**src/rtl/pc_unit.sv**
```systemverilog
// Program counter for the single-cycle MIPS datapath: next-PC select (seq/branch/j/jr), retired and redirect counters.
// npc is combinational in the same cycle and pc updates on the next edge; stall holds all state. Optional macro PC_CHECK_EN enables illegal-target checking.
module pc_unit #(
  parameter logic [31:0] RESET_PC = 32'h0000_3000,
  parameter logic [31:0] PC_LO    = 32'h0000_3000,
  parameter logic [31:0] PC_HI    = 32'h0000_6FFC
) (
  input  logic        clk,
  input  logic        reset,
  input  logic        stall,
  input  logic [1:0]  npc_sel,
  input  logic        br_taken,
  input  logic [15:0] imm16,
  input  logic [25:0] instr_index,
  input  logic [31:0] ra_data,
  output logic [31:0] pc,
  output logic [31:0] pc_plus4,
  output logic [31:0] npc,
  output logic [31:0] instr_cnt,
  output logic [31:0] taken_cnt,
  output logic        addr_err
);

`ifdef PC_CHECK_EN
  localparam logic CHECK_EN = 1'b1;
`else
  localparam logic CHECK_EN = 1'b0;
`endif

  logic [31:0] pc_q, pc_d;
  logic [31:0] instr_cnt_q, instr_cnt_d;
  logic [31:0] taken_cnt_q, taken_cnt_d;
  logic        addr_err_q, addr_err_d;

  logic [31:0] br_target;
  logic [31:0] j_target;
  logic [31:0] npc_c;
  logic        redirect;
  logic        illegal;

  assign pc_plus4 = pc_q + 32'd4;

  always_comb begin
    br_target = pc_plus4 + {{14{imm16[15]}}, imm16, 2'b00};
    j_target  = {pc_q[31:28], instr_index, 2'b00};
    npc_c     = pc_plus4;
    redirect  = 1'b0;
    case (npc_sel)
      2'b01: begin
        npc_c    = br_taken ? br_target : pc_plus4;
        redirect = br_taken;
      end
      2'b10: begin
        npc_c    = j_target;
        redirect = 1'b1;
      end
      2'b11: begin
        npc_c    = ra_data;
        redirect = 1'b1;
      end
      default: begin
        npc_c    = pc_plus4;
        redirect = 1'b0;
      end
    endcase

    // With checking disabled CHECK_EN folds this to a constant 0.
    illegal = CHECK_EN & redirect &
              ((npc_c[1:0] != 2'b00) || (npc_c < PC_LO) || (npc_c > PC_HI));
  end

  always_comb begin
    pc_d        = pc_q;
    instr_cnt_d = instr_cnt_q;
    taken_cnt_d = taken_cnt_q;
    addr_err_d  = addr_err_q;
    if (!stall) begin
      pc_d        = illegal ? pc_plus4 : npc_c;
      instr_cnt_d = instr_cnt_q + 32'd1;
      taken_cnt_d = taken_cnt_q + {31'd0, redirect & ~illegal};
      addr_err_d  = illegal;
    end
  end

  always_ff @(posedge clk) begin
    if (reset) begin
      pc_q        <= RESET_PC;
      instr_cnt_q <= 32'd0;
      taken_cnt_q <= 32'd0;
      addr_err_q  <= 1'b0;
    end else begin
      pc_q        <= pc_d;
      instr_cnt_q <= instr_cnt_d;
      taken_cnt_q <= taken_cnt_d;
      addr_err_q  <= addr_err_d;
    end
  end

  assign pc        = pc_q;
  assign npc       = npc_c;
  assign instr_cnt = instr_cnt_q;
  assign taken_cnt = taken_cnt_q;
  assign addr_err  = addr_err_q;

endmodule

```
**config.mk**
```make
export PLATFORM = sky130hd
export DESIGN_NAME = pc_unit
export DESIGN_NICKNAME = d
export VERILOG_FILES = /design/src/rtl/pc_unit.sv
export SDC_FILE = /design/constraint.sdc
export NUM_CORES = 1
export LEC_CHECK = 0
export CAP_MARGIN = 20
export CORE_UTILIZATION = 47
export DETAILED_ROUTE_END_ITERATION = 8
export GPL_ROUTABILITY_DRIVEN = 0
export PLACE_DENSITY = 0.82
export SETUP_SLACK_MARGIN = 0.15
export SYNTH_ARGS = -nofsm -noshare
export SYNTH_HDL_FRONTEND = slang
export SYNTH_SLANG_ARGS = --single-unit
export TNS_END_PERCENT = 5
```
**constraint.sdc**
```tcl
create_clock -name clk -period 4.8 [get_ports clk]
set_clock_uncertainty 0.1 [all_clocks]
set_input_delay 0.96 -clock clk [delete_from_list [all_inputs] [get_ports clk]]
set_output_delay 0.96 -clock clk [all_outputs]
set_load 0.03 [all_outputs]
```
Word-level counts from Yosys, hierarchy flattened
Cells that the tools add are included.

storage, ports and cells
  register bits = 96
  bits in latches = 0
  bits in writable memories = 0
  ROM bits = 0
  logic and storage cells = 14
  memories kept = 0

cells by class
  $add $sub $neg = 4
  multipliers = 0
  div/mod/pow operators = 0
  magnitude comparators = 0
  eq/ne operators = 3
  shifts and indexed selects = 0
  mux-type cells = 3
  bitwise gates (word level) = 0
  reduce and logical (&&, ||, !) cells = 1

operators by type and width
  cell                                                 count
  case mux 32 bit (3 select lines)                     1
  adder 32 x 1 -> 32 bit                               1
  adder 32 x 1 -> 32 bit, second input constant        1
  adder 32 x 3 -> 32 bit, second input constant        1
  adder 32 bit                                         1
  two-way mux 32 bit                                   1
  equality test 2 bit, second input constant           2
  equality test 2 x 1 -> 1 bit, second input constant  1
  case mux 1 bit (2 select lines)                      1
  OR reduction 2 bit                                   1

Longest topological paths before layout
Gate-level depths: netlist of the first run.

  depth after elaboration = 4
  mapped depth = 17

Worst setup path after synthesis of the first run
OpenSTA, ideal clock, no wires.

  path kind = register to output
  start point = reg pc_q[2], in the netlist pc[2]
  end point = out npc[31]
  arrival = 4555 ps
  setup slack = -815 ps
  cell stages (with the launch flop) = 18
  buffers on the path = 1
  cells stage by stage = dfxtp_1 -> ha_1 -> nand4_1 -> nor4_4 -> nand2_1 -> xnor2_1 -> ha_1 -> buf_2 -> and4_4 -> nand3_1 -> nor3b_1 -> or4b_1 -> nor2_2 -> a41oi_1 -> a21oi_1 -> mux2i_1 -> o31ai_1 -> nor2_1

between the ends
  cells in the longest elaborated chain, start to end = 4

ends and longest elaborated chain
  what                              RTL line  RTL
  start: declaration                30        logic [31:0] pc_q, pc_d;
  start signal: assignment          92        pc_q <= pc_d;
  adder 32 x 3 -> 32 bit            41        assign pc_plus4 = pc_q + 32'd4;
  named net pc_plus4[20]            17        output logic [31:0] pc_plus4,
  adder 32 bit                      44        br_target = pc_plus4 + {{14{imm16[15]}}, imm16, 2'b00};
  two-way mux 32 bit                50        npc_c = br_taken ? br_target : pc_plus4;
  case mux 32 bit (3 select lines)  48        case (npc_sel)
  end: declaration                  18        output logic [31:0] npc,

The timed path passes the listed nets, and every way through them passes these cells.

Worst setup path in the final report of the first run
  start point = reg pc_q[2], in the netlist pc[2]
  end point = out npc[31]

between the ends
  cells in the longest elaborated chain, start to end = 4

ends and longest elaborated chain
  what                                RTL line
  adder 32 x 3 -> 32 bit *            41
  adder 32 bit                        44
  two-way mux 32 bit                  50
  case mux 32 bit (3 select lines) *  48

Mark *: on every way between the ends. The rest lies on a longest branch, timed or not.

==> results.env, run 1 <==
RUN_STATUS='finished, violations left'
VIOLATIONS='negative setup slack'
GLOBALROUTEMET1UTIL_PCT=38.28
YS_SEQ_AREA_SHARE_PCT=26.66
FINAL_COMMON_CELL='sky130_fd_sc_hd__clkdlybuf4s50_1'
LENGTH_IN_CELLS_OF_THE_WORST_REG_TO_REG_PATH=18
CRITICAL_PATH_SOURCE='pc[2]'
PLACEABLECOREAREA_UM2=14750
IO_BUFFER_COUNT=239
CELL_INTERNAL_PWR_mW=1.732
WORST_PATH_CELL_TRACE='ha_4, nand4_1, nor4_4, nand4_1, xnor2_4, ha_4, a21oi_4, o21ai_2, or4b_4, nor2_4, a41oi_2, a21oi_2, mux2i_1, o31ai_2, nor2_2, buf_6'
FINAL_MIN_PERIOD_OVER_CLOCK_PERIOD_PCT=106.4
INITIAL_UTILIZATION_PCT=48.86
YS_SEQ_ELEMENTS=96
ASYNC_RESET_FF_SHARE_PCT=0
FLOW.AREA_GROWTH_FROM_SYNTHESIS_PCT=60.94
GRT_PASS1_WL_UM=41170
ANTENNA_CELLS=0
TIMING.SLEW.HEADROOM_PCT=57.32
DRT_ITER0_DRC=657
CLOCK_SLEW_AT_REPORTED_PATH_FFS_PS=70
SYN-CELL-AREA_UM2=7208
POST_SYNTH_MAIN_AREA_CONTRIBUTORS='sky130_fd_sc_hd__dfxtp_1 27%, sky130_fd_sc_hd__xor2_1 7.4%, sky130_fd_sc_hd__nor2_1 6.5%'
FLOORPLAN.DIE_AREA_UM2=15840
NUMBER_OF_ANTENNA_VIOLATIONS_AT_THE_FIRST_CHECK_IN_GLOBAL_ROUTING=0
GRT_OVERALL_USAGE_PCT=32.53
POSTLAYOUTSETUPSLACKWORST_PS=-308.5
POST_SYNTH_EDFFS=0
CRITICAL_SETUP_PATH_CLASS='reg -> out'
FILL_CELLS=1044
CRITICAL_PATH.ENDPOINT_TYPE='primary output'
WORST_SLEW_PIN_SLEW_PS=640.1
YS.FLOP_TYPE='sky130_fd_sc_hd__dfxtp_1'
WORST_SKEW_LATE_LATENCY_PS=340
TIMING.CRITICAL_PATH.TO='npc[31]'
CP_DATA_ARRIVAL_TIME_PS=4050
DETAILROUTE.VIA_COUNT=8496
FINAL_MAX_SLEW_VIOL_COUNT=0
POWER.SHARE.SEQUENTIAL_PCT=31.8
PATH_MAX_FANOUT=4
ROUTED_WIRELENGTH_UM=26680
GRT_USE_MET3_PCT=7.094
LAYOUT_MIN_CYCLE_TIME_PS=5109
HOLD_PATH_CLASS='reg -> reg'
CP-START-KIND='flip-flop'
NETLIST.TOP_CELL.BY_AREA='sky130_fd_sc_hd__dfxtp_1'
GRT_UTIL_MET2_PCT=55.72
FINAL_UTIL_PCT=78.63
YOSYSWARNINGCOUNT=0
SYN_AVG_CELL_AREA_UM2=7.767
POST_SYNTH_INST_COUNT=928
FF_TO_FF_SETUP_SLACK_PS=800
IO_PINS=241
DIE-HEIGHT_UM=125.8
MAPPEDNETLISTNETS=1044
CRIT_BUF_INV=1
REG2REG_FROM='pc[7]'
SLOWEST_DELAY_PS=510
LEADING_CELL_TYPES_IN_THE_LAYOUT_FILL_AND_TAPS_EXCLUDED='208 x sky130_fd_sc_hd__clkdlybuf4s50_1, 149 x sky130_fd_sc_hd__buf_4, 117 x sky130_fd_sc_hd__nor2_1'
REGTOREGENDPOINT='pc[30]'
WIRE_PER_INST_UM=18.26
FP.DIEW_UM=125.8
SYNTHDOMINANTCELLAREASHARE_PCT=26.66
ACHIEVABLE-FREQUENCY_MHz=195.8
POWER.STATIC_LEAKAGE_nW=4.816
POWER.COMBINATIONAL.FRACTION_PCT=41.1
PWR-SHARE-CLK_PCT=27.1
GLOBAL_ROUTE.PEAK_USAGE_LAYER='met2'
NUMBER_OF_BUFFERS_CREATED_BY_CTS=9
CRITICAL_PATH_REQUIRED_PS=3740
GRT_PASS1_VIAS=8152
TIMING.HOLD.WS_PS=408.5
TOTAL_POWER_PER_UNIT_CELL_AREA_nW_PER_UM2=229.8
GRT_START_MAX_NET_PINS=58
P_SW_SHARE_PCT=35.03
TIMING.FINAL.SETUP_VIOLATIONS=11
NETLIST-CELL-TYPE-COUNT=77
MAX_CAP_VIOLATIONS=0
CTS_BUFFER_DEPTH=2
FINISH.NET_COUNT=1388
CTS.HOLD.BUFFERS_ADDED=0
VDD_DROP_MAX_uV=186.6
CTS_SINKS=96
FINAL_CELL_COUNT_NO_FILL=1461
GRT_SETUP_UNREPAIRED='yes'
STD_CELL_ROWS=44
PRECTSSETUPSLACK_PS=-244.6
TIMING_HOLD_VIOLATIONS_FINAL=0
P_SW_mW=0.9340
DP_HPWL_UM=19900
VIA_PER_INST=5.815
GR-TOTAL-OVERFLOW=0
DRIVE_GT1_SHARE_PCT=24.28
WORSTSETUPPATHDEPTH=16
POST-ROUTE-DRC-COUNT=0
SLOWEST_STAGE='sky130_fd_sc_hd__or4b_4'
PATH_DELAY_FAMILY='simple AND/OR/NAND/NOR gates'
DP.CELLS=1432
DETAIL_ROUTE.FIRST_PASS.ITERATIONS=6
CLOCK_TREE.ROOT_CELL='sky130_fd_sc_hd__clkbuf_16'
DETAIL-ROUTE-ANTENNA-NETS=0
CLOCK_TREE.HTREE_LEVEL_COUNT=3
CLOCK_TREE_FROM_TRITONCTS='yes'
## registers in the layout, indices dropped and copies added (netlist names)
register	count
instr_cnt	32
pc	32
taken_cnt	32
## cell usage after synthesis (18+ instances only)
library cell and count:
sky130_fd_sc_hd__a21oi_1 73, sky130_fd_sc_hd__xor2_1 61, sky130_fd_sc_hd__dfxtp_1 96, sky130_fd_sc_hd__xnor2_1 37, sky130_fd_sc_hd__nand4_1 18, sky130_fd_sc_hd__inv_1 22
sky130_fd_sc_hd__o21ai_0 43, sky130_fd_sc_hd__nand3_1 27, sky130_fd_sc_hd__nor2_1 124, sky130_fd_sc_hd__clkbuf_1 30, sky130_fd_sc_hd__mux2i_1 20, sky130_fd_sc_hd__ha_1 35
sky130_fd_sc_hd__nand2_1 117
## metrics by stage
step                instance area (um2)  power (mW)  setup TNS [ps]
finish                            11600       2.666           -1732
floorplan                          7526       1.425          -150.0
global route                      11600       2.774           -4318
detailed placement                10860       1.879           -1804
CTS                               11520       2.647          -959.7
global placement                  10860       1.867           -1206
## area by class of cell
class	instances	area [um2]	area share, %
clock buffers	10	229.0	1.974
repair buffers	377	3438	29.64
clock inverters	6	67.56	0.5824
flip-flops and latches	96	1968	16.97
inverters	26	98.84	0.8520
well taps	184	230.2	1.984
multi-input cells	762	5569	48.00
## worst reg2reg max path, cell delays in order, from the launching register on
cell and delay [ps]:
sky130_fd_sc_hd__dfxtp_4 350, sky130_fd_sc_hd__and4_4 260, sky130_fd_sc_hd__nand3_2 130, sky130_fd_sc_hd__nor2_4 190
sky130_fd_sc_hd__nand3_4 150, sky130_fd_sc_hd__nor3_4 220, sky130_fd_sc_hd__xor2_2 230, sky130_fd_sc_hd__ha_1 290
sky130_fd_sc_hd__a21o_1 190, sky130_fd_sc_hd__a21o_1 200, sky130_fd_sc_hd__a21oi_2 170, sky130_fd_sc_hd__o21ai_1 130
sky130_fd_sc_hd__o211ai_1 180, sky130_fd_sc_hd__nand2_1 110, sky130_fd_sc_hd__or3_1 340, sky130_fd_sc_hd__mux2i_2 250
sky130_fd_sc_hd__o31ai_4 110, sky130_fd_sc_hd__buf_4 150, sky130_fd_sc_hd__o21a_1 150
## worst min path at each step
stage                             start             to  slack, ps  depth (start not counted)
final                     instr_cnt[30]  instr_cnt[30]        410                          2
after global routing      instr_cnt[30]  instr_cnt[30]        430                          2
after CTS                 instr_cnt[21]  instr_cnt[21]        410                          2
after detailed placement  taken_cnt[31]  taken_cnt[31]        400                          2
after global placement    instr_cnt[21]  instr_cnt[21]        380                          2
after floorplan                   pc[7]          pc[7]        430                          2
## cells by family (layout without fill, tap and decap cells)
| group | after synthesis | count (layout) | synth area share (%) |
|---|---|---|---|
| simple gates | 383 | 383 | 26.14 |
| compound gates | 212 | 212 | 18.87 |
| xor+xnor | 98 | 98 | 11.91 |
| flops | 96 | 96 | 26.66 |
| other cells | 1 | 1 | 0.05202 |
| fa+ha+maj | 36 | 36 | 6.353 |
| buf+inv | 70 | 419 | 4.114 |
| mux | 32 | 32 | 5.902 |
## power groups by stage
stage / combinational (mW) / sequential (mW) / clock [mW]
3_3_place_gp: 1.00 / 0.865 / 0
6_report: 1.10 / 0.849 / 0.722
2_1_floorplan: 0.503 / 0.921 / 0
4_1_cts: 1.06 / 0.849 / 0.734
5_1_grt: 1.15 / 0.852 / 0.770
3_5_place_dp: 1.01 / 0.866 / 0
## layer usage
metal  vias to the layer above  wire length (um)  part of all wire, %
met5                         -                 0                    0
met4                         0              1424                  5.3
met3                        98              2241                  8.4
met2                       451             12440                   47
met1                      3962             10570                   40
li1                       3985                 -                    -
## timing repair
action	in CTS	in global routing
endpoints found under the setup margin	26	27
resized for setup	64	28
endpoints found under the hold margin	0	0
pin swaps	35	16
gates cloned	0	0
setup buffers	11	2
No activity file was read; power rests on OpenSTA's default activity.
==> run 2, diff against run 1 <==
clock period = 5.8 ns   (was 4.8 ns; I/O delays follow)
==> results.env, run 2 (synthesis results as in run 1) <==
RUN_STATUS='complete, no violations'
NUMBER_OF_ANTENNA_VIOLATIONS_AT_THE_FIRST_CHECK_IN_GLOBAL_ROUTING=0  # unchanged
FLOORPLAN.DIE_AREA_UM2=15840  # unchanged
CP-START-KIND='flip-flop'
FINAL_MAX_SLEW_VIOL_COUNT=0  # unchanged
WORST_SLEW_PIN_SLEW_PS=670.6  # +30.43 ps
GRT_PASS1_WL_UM=38830  # -5.7%
LAYOUT_MIN_CYCLE_TIME_PS=5626
MIN_FROM='pc[7]'
PATH_MAX_FANOUT=5  # +1
NUMBER_OF_BUFFERS_CREATED_BY_CTS=9  # unchanged
GRT_START_MAX_NET_PINS=54  # -6.9%
IO_PINS=241  # unchanged
FINAL_COMMON_CELL='sky130_fd_sc_hd__clkdlybuf4s50_1'
VDD_DROP_MAX_uV=150.7  # -19%
DRT_ITER0_DRC=562  # -14%
FLOW.AREA_GROWTH_FROM_SYNTHESIS_PCT=44.37
CRITICAL_PATH_REQUIRED_PS=4540  # +800 ps
STD_CELL_ROWS=44  # unchanged
DP_HPWL_UM=19230  # -3.4%
ANTENNA_CELLS=0  # unchanged
FINISH.NET_COUNT=1280  # -7.8%
TIMING_HOLD_VIOLATIONS_FINAL=0  # unchanged
TIMING.CRITICAL_PATH.TO='npc[31]'
DIE-HEIGHT_UM=125.8  # unchanged
REGTOREGENDPOINT='pc[31]'
CRITICAL_SETUP_PATH_CLASS='reg -> out'
ROUTED_WIRELENGTH_UM=25290  # -5.2%
POWER.STATIC_LEAKAGE_nW=4.217  # -12%
REG2REG_FROM='pc[13]'
POST-ROUTE-DRC-COUNT=0  # unchanged
MAX_CAP_VIOLATIONS=0  # unchanged
TIMING.FINAL.SETUP_VIOLATIONS=0  # -11
CP_DATA_ARRIVAL_TIME_PS=4370  # +320 ps
GRT_OVERALL_USAGE_PCT=31.09  # -1.4 points
PLACEABLECOREAREA_UM2=14750  # unchanged
DP.CELLS=1331  # -7.1%
GR-TOTAL-OVERFLOW=0  # unchanged
WIRE_PER_INST_UM=18.69  # +2.4%
DETAIL_ROUTE.FIRST_PASS.ITERATIONS=5  # -1
REGAREA_UM2=1941  # -1.4%
WORST_SKEW_LATE_LATENCY_PS=340  # about the same
LENGTH_IN_CELLS_OF_THE_WORST_REG_TO_REG_PATH=15  # -3
CLOCK_TREE.ROOT_CELL='sky130_fd_sc_hd__clkbuf_16'
FP.DIEW_UM=125.8  # unchanged
GRT_PASS1_VIAS=7443  # -8.7%
LAYOUT.CELL_AREA.NON_FILLER_UM2=10410  # -10%
FF_TO_FF_SETUP_SLACK_PS=1680  # +880 ps
MULTI_INPUT_AREA_UM2=5214  # -6.4%
LEADING_CELL_TYPES_IN_THE_LAYOUT_FILL_AND_TAPS_EXCLUDED='212 x sky130_fd_sc_hd__clkdlybuf4s50_1, 123 x sky130_fd_sc_hd__nor2_1, 116 x sky130_fd_sc_hd__nand2_1'
CRITICAL_PATH_SOURCE='pc[13]'
CTS_BUFFER_DEPTH=2  # unchanged
ACHIEVABLE-FREQUENCY_MHz=177.7
CTS.HOLD.BUFFERS_ADDED=0  # unchanged
FILL_CELLS=1183  # +13%
FINAL_MIN_PERIOD_OVER_CLOCK_PERIOD_PCT=97.00
TIMING.SLEW.HEADROOM_PCT=55.13  # -2.2 points
FIN_TNS_SETUP_PS=0  # +1732 ps
HOLD_PATH_CLASS='reg -> reg'
GRT_SETUP_UNREPAIRED='yes'
TIMING.HOLD.WS_PS=407.7  # -0.8100 ps
CRITICAL_PATH.ENDPOINT_TYPE='primary output'
INITIAL_UTILIZATION_PCT=48.86  # unchanged
TOTAL_POWER_PER_UNIT_CELL_AREA_nW_PER_UM2=201.2  # -12%
CLOCK_TREE_FROM_TRITONCTS='yes'
PLACE_AREA_UM2=9826  # -9.5%
VIA_PER_INST=5.964  # +2.6%
IO_BUFFER_COUNT=239  # unchanged
CLOCK_TREE.HTREE_LEVEL_COUNT=3  # unchanged
DETAILROUTE.VIA_COUNT=8069  # -5.0%
DRIVE_GT1_SHARE_PCT=12.15  # -12 points
CTS_SINKS=96  # unchanged
CLOCK_SLEW_AT_REPORTED_PATH_FFS_PS=70  # about the same
REPORT.POWER.TOTAL_mW=2.093  # -21%
DETAIL-ROUTE-ANTENNA-NETS=0  # unchanged
FINAL_CELL_COUNT_NO_FILL=1353  # -7.4%
[run 2: metal layers]
layer	wire [um]	GRT usage, %
met1	10160	38.43
met2	11730	51.83
met3	2372	7.052
met4	1025	13.68
met5	0	0
[run 2: worst min-delay path by stage]
| stage | cells after the start | endpoint |
|---|---|---|
| 6_report | 2 | pc[7] |
| 4_1_cts | 2 | instr_cnt[30] |
| 3_3_place_gp | 2 | instr_cnt[8] |
| 3_5_place_dp | 2 | instr_cnt[16] |
| 2_1_floorplan | 2 | instr_cnt[16] |
| 5_1_grt | 2 | pc[7] |
[run 2: power breakdown]
part | total, mW | internal, mW | switching, mW
clock | 0.624 | 0.352 | 0.272
sequential | 0.716 | 0.679 | 0.0363
combinational | 0.753 | 0.323 | 0.431
[run 2: layout make-up]
cell class | instances | share of cell area, %
Clock inverter | 6 | 0.7214
Sequential cell | 96 | 18.65
Timing Repair Buffer | 269 | 25.07
Inverter | 26 | 0.9499
Clock buffer | 10 | 2.297
Multi-Input combinational cell | 762 | 50.10
Tap cell | 184 | 2.212
[run 2: worst max-delay path, stage by stage, from the launching register on]
cell and delay [ps]:
sky130_fd_sc_hd__dfxtp_1 450, sky130_fd_sc_hd__and4_1 250, sky130_fd_sc_hd__and3_1 210, sky130_fd_sc_hd__and3_1 180
sky130_fd_sc_hd__xor2_1 380, sky130_fd_sc_hd__ha_1 340, sky130_fd_sc_hd__a21o_1 180, sky130_fd_sc_hd__a21oi_1 160
sky130_fd_sc_hd__nor3_1 70, sky130_fd_sc_hd__or4b_1 570, sky130_fd_sc_hd__nor2_2 160, sky130_fd_sc_hd__a41oi_1 160
sky130_fd_sc_hd__a21oi_1 210, sky130_fd_sc_hd__mux2i_1 230, sky130_fd_sc_hd__o31ai_2 100, sky130_fd_sc_hd__nor2_1 180
sky130_fd_sc_hd__buf_4 190
[run 2: what timing repair did]
action                                  CTS  global route
endpoints found under the hold margin     0             0
setup buffers                             3             3
gates resized for setup                  11            45
pin swaps                                 3            11
endpoints found under the setup margin    9            19
cloned                                    0             0
[run 2: metrics by stage]
stage	utilization [%]	worst slack, ps
5_1_grt	70.53	-59.60
6_report	70.53	173.9
2_1_floorplan	-	156.4
4_1_cts	69.19	53.97
3_3_place_gp	66.60	241.1
3_5_place_dp	66.60	158.7
==> run 3, diff against run 2 <==
SETUP_SLACK_MARGIN = unset   (was 0.15)
SKIP_LAST_GASP = 1   (was unset)
SLEW_MARGIN = 20   (was unset)
==> results.env, run 3 (synthesis results as in run 1) <==
CRITICAL_SETUP_PATH_CLASS='reg -> out'
HOLD_PATH_CLASS='reg -> reg'
PLACEABLECOREAREA_UM2=14750  # unchanged
FLOW.AREA_GROWTH_FROM_SYNTHESIS_PCT=43.10
CTS_SINKS=96  # unchanged
CTS.HOLD.BUFFERS_ADDED=0  # unchanged
FINAL_MAX_SLEW_VIOL_COUNT=0  # unchanged
CP-START-KIND='flip-flop'
CLOCK_TREE.ROOT_CELL='sky130_fd_sc_hd__clkbuf_16'
GRT_PASS1_WL_UM=38060  # -2.0%
PATH_DELAY_FAMILY='simple AND/OR/NAND/NOR gates'
REPORT.POWER.TOTAL_mW=2.054  # -1.9%
DP_HPWL_UM=18860  # -1.9%
INITIAL_UTILIZATION_PCT=48.86  # unchanged
WORST_SKEW_LATE_LATENCY_PS=340  # about the same
FILL_CELLS=1201  # +1.5%
NUMBER_OF_ANTENNA_VIOLATIONS_AT_THE_FIRST_CHECK_IN_GLOBAL_ROUTING=0  # unchanged
DETAIL-ROUTE-ANTENNA-NETS=0  # unchanged
DIE-HEIGHT_UM=125.8  # unchanged
ROUTED_WIRELENGTH_UM=24890  # -1.6%
SLOWEST_DELAY_PS=510  # -60 ps
WORST_SLEW_PIN_SLEW_PS=781.5  # +111.0 ps
RUN_STATUS='complete, no violations'
POWER.STATIC_LEAKAGE_nW=4.165  # -1.2%
TIMING_HOLD_VIOLATIONS_FINAL=0  # unchanged
ACHIEVABLE-FREQUENCY_MHz=176.6  # -0.65%
FINAL_MIN_PERIOD_OVER_CLOCK_PERIOD_PCT=97.63  # +0.63 points
GRT_SETUP_UNREPAIRED='yes'
CLOCK_TREE.HTREE_LEVEL_COUNT=3  # unchanged
GRT_OVERALL_USAGE_PCT=30.13  # -0.96 points
MAX_CAP_VIOLATIONS=0  # unchanged
HOLD-PATH-CELL-COUNT=2  # unchanged
IO_BUFFER_COUNT=239  # unchanged
CP_DATA_ARRIVAL_TIME_PS=4400  # +30 ps
FINAL_COMMON_CELL='sky130_fd_sc_hd__clkdlybuf4s50_1'
CTS_BUFFER_DEPTH=2  # unchanged
DRT_ITER0_DRC=618  # +10%
CRITICAL_PATH_REQUIRED_PS=4540  # about the same
FP.DIEW_UM=125.8  # unchanged
TIMING.HOLD.WS_PS=402.2  # -5.531 ps
WIRE_PER_INST_UM=18.32  # -2.0%
WORSTSETUPPATHDEPTH=17  # +1
CLOCK_SLEW_AT_REPORTED_PATH_FFS_PS=70  # about the same
TIMING.FINAL.SETUP_VIOLATIONS=0  # unchanged
CLOCK_TREE_FROM_TRITONCTS='yes'
VDD_DROP_MAX_uV=168.1  # +12%
WORST_PATH_CELL_TRACE='ha_4, nand4_1, nor4_4, nand2_1, xnor2_2, ha_2, and4_4, nand3_1, nor3b_1, or4b_1, nor2_2, a41oi_1, a21oi_1, mux2i_1, o31ai_2, nor2_1, buf_4'
LEADING_CELL_TYPES_IN_THE_LAYOUT_FILL_AND_TAPS_EXCLUDED='216 x sky130_fd_sc_hd__clkdlybuf4s50_1, 124 x sky130_fd_sc_hd__nor2_1, 116 x sky130_fd_sc_hd__nand2_1'
TOTAL_POWER_PER_UNIT_CELL_AREA_nW_PER_UM2=199.2  # -1.0%
DETAILROUTE.VIA_COUNT=7991  # -0.97%
POST-ROUTE-DRC-COUNT=0  # unchanged
GRT_START_MAX_NET_PINS=75  # +39%
DETAIL_ROUTE.FIRST_PASS.ITERATIONS=5  # unchanged
FLOORPLAN.DIE_AREA_UM2=15840  # unchanged
FINISH.NET_COUNT=1286  # +0.47%
LENGTH_IN_CELLS_OF_THE_WORST_REG_TO_REG_PATH=16  # +1
VIA_PER_INST=5.880  # -1.4%
GR-TOTAL-OVERFLOW=0  # unchanged
SLOWEST_STAGE='sky130_fd_sc_hd__or4b_1'
PATH_MAX_FANOUT=7  # +2
ANTENNA_CELLS=0  # unchanged
TIMING.SLEW.HEADROOM_PCT=47.90  # -7.2 points
STD_CELL_ROWS=44  # unchanged
LAYOUT_MIN_CYCLE_TIME_PS=5663  # +36.61 ps
IO_PINS=241  # unchanged
GRT_PASS1_VIAS=7101  # -4.6%
CRIT_BUF_INV=1  # unchanged
CRITICAL_PATH.ENDPOINT_TYPE='primary output'
NUMBER_OF_BUFFERS_CREATED_BY_CTS=9  # unchanged
DRIVE_GT1_SHARE_PCT=10.98  # -1.2 points
## run 3: cell types whose count changed in the layout (fill, tap and decap cells not counted), moves of 4 or more
cell / change
sky130_fd_sc_hd__ha_1: +4
sky130_fd_sc_hd__dlymetal6s2s_1: -5
sky130_fd_sc_hd__clkdlybuf4s50_1: +4
sky130_fd_sc_hd__dfxtp_1: +7
sky130_fd_sc_hd__buf_4: +7
sky130_fd_sc_hd__dfxtp_2: -5
## run 3: what timing repair did
item,CTS,global route
buffers inserted,2,7
setup endpoints to repair,2,11
pin swaps,0,11
gates resized for setup,0,27
## run 3: tightest hold or removal path, stage by stage (launching register included)
cell and delay (ps):
sky130_fd_sc_hd__dfxtp_1 330, sky130_fd_sc_hd__o21ai_0 70, sky130_fd_sc_hd__a21oi_1 60
## run 3: final timing paths
check                     start       endpoint  slack [ps]
setup reg to reg          pc[3]         pc[31]        1640
setup / recovery          pc[3]        npc[31]         140
hold / removal    instr_cnt[30]  instr_cnt[30]         400
hold reg to reg   instr_cnt[30]  instr_cnt[30]         400
## run 3: per-layer routing
layer	vias up	global-route usage, %	part of all wire [%]
met4	0	9.639	3.1
met3	64	6.160	9.8
met5	-	0	0
li1	3785	-	-
met2	412	50.39	47
met1	3730	38.88	40
## run 3: area by class of cell
class                           count  area, um2  area share [%]
Sequential cell                    96       1927           18.68
Multi-Input combinational cell    762       5111           49.55
Tap cell                          184      230.2           2.232
Timing Repair Buffer              275       2650           25.69
Clock inverter                      6      58.81          0.5701
Inverter                           26      98.84          0.9583
Clock buffer                       10      239.0           2.317
## run 3: per-stage QoR
| stage | setup WS, ps | setup TNS [ps] | instance area, um2 | utilization (%) | cells |
|---|---|---|---|---|---|
| 6_report | 137.3 | 0 | 10310 | 69.91 | 1359 |
| 2_1_floorplan | 73.79 | 0 | 7216 | - | 928 |
| 4_1_cts | -24.88 | -24.88 | 10140 | 68.72 | 1352 |
| 3_3_place_gp | 233.8 | 0 | 9826 | 66.60 | 1334 |
| 5_1_grt | -73.48 | -115.1 | 10310 | 69.91 | 1359 |
| 3_5_place_dp | 170.7 | 0 | 9826 | 66.60 | 1334 |
## run 3: report_power, final
group / internal (mW) / switching (mW)
registers: 0.679 / 0.0305
clock network: 0.313 / 0.275
logic: 0.324 / 0.432
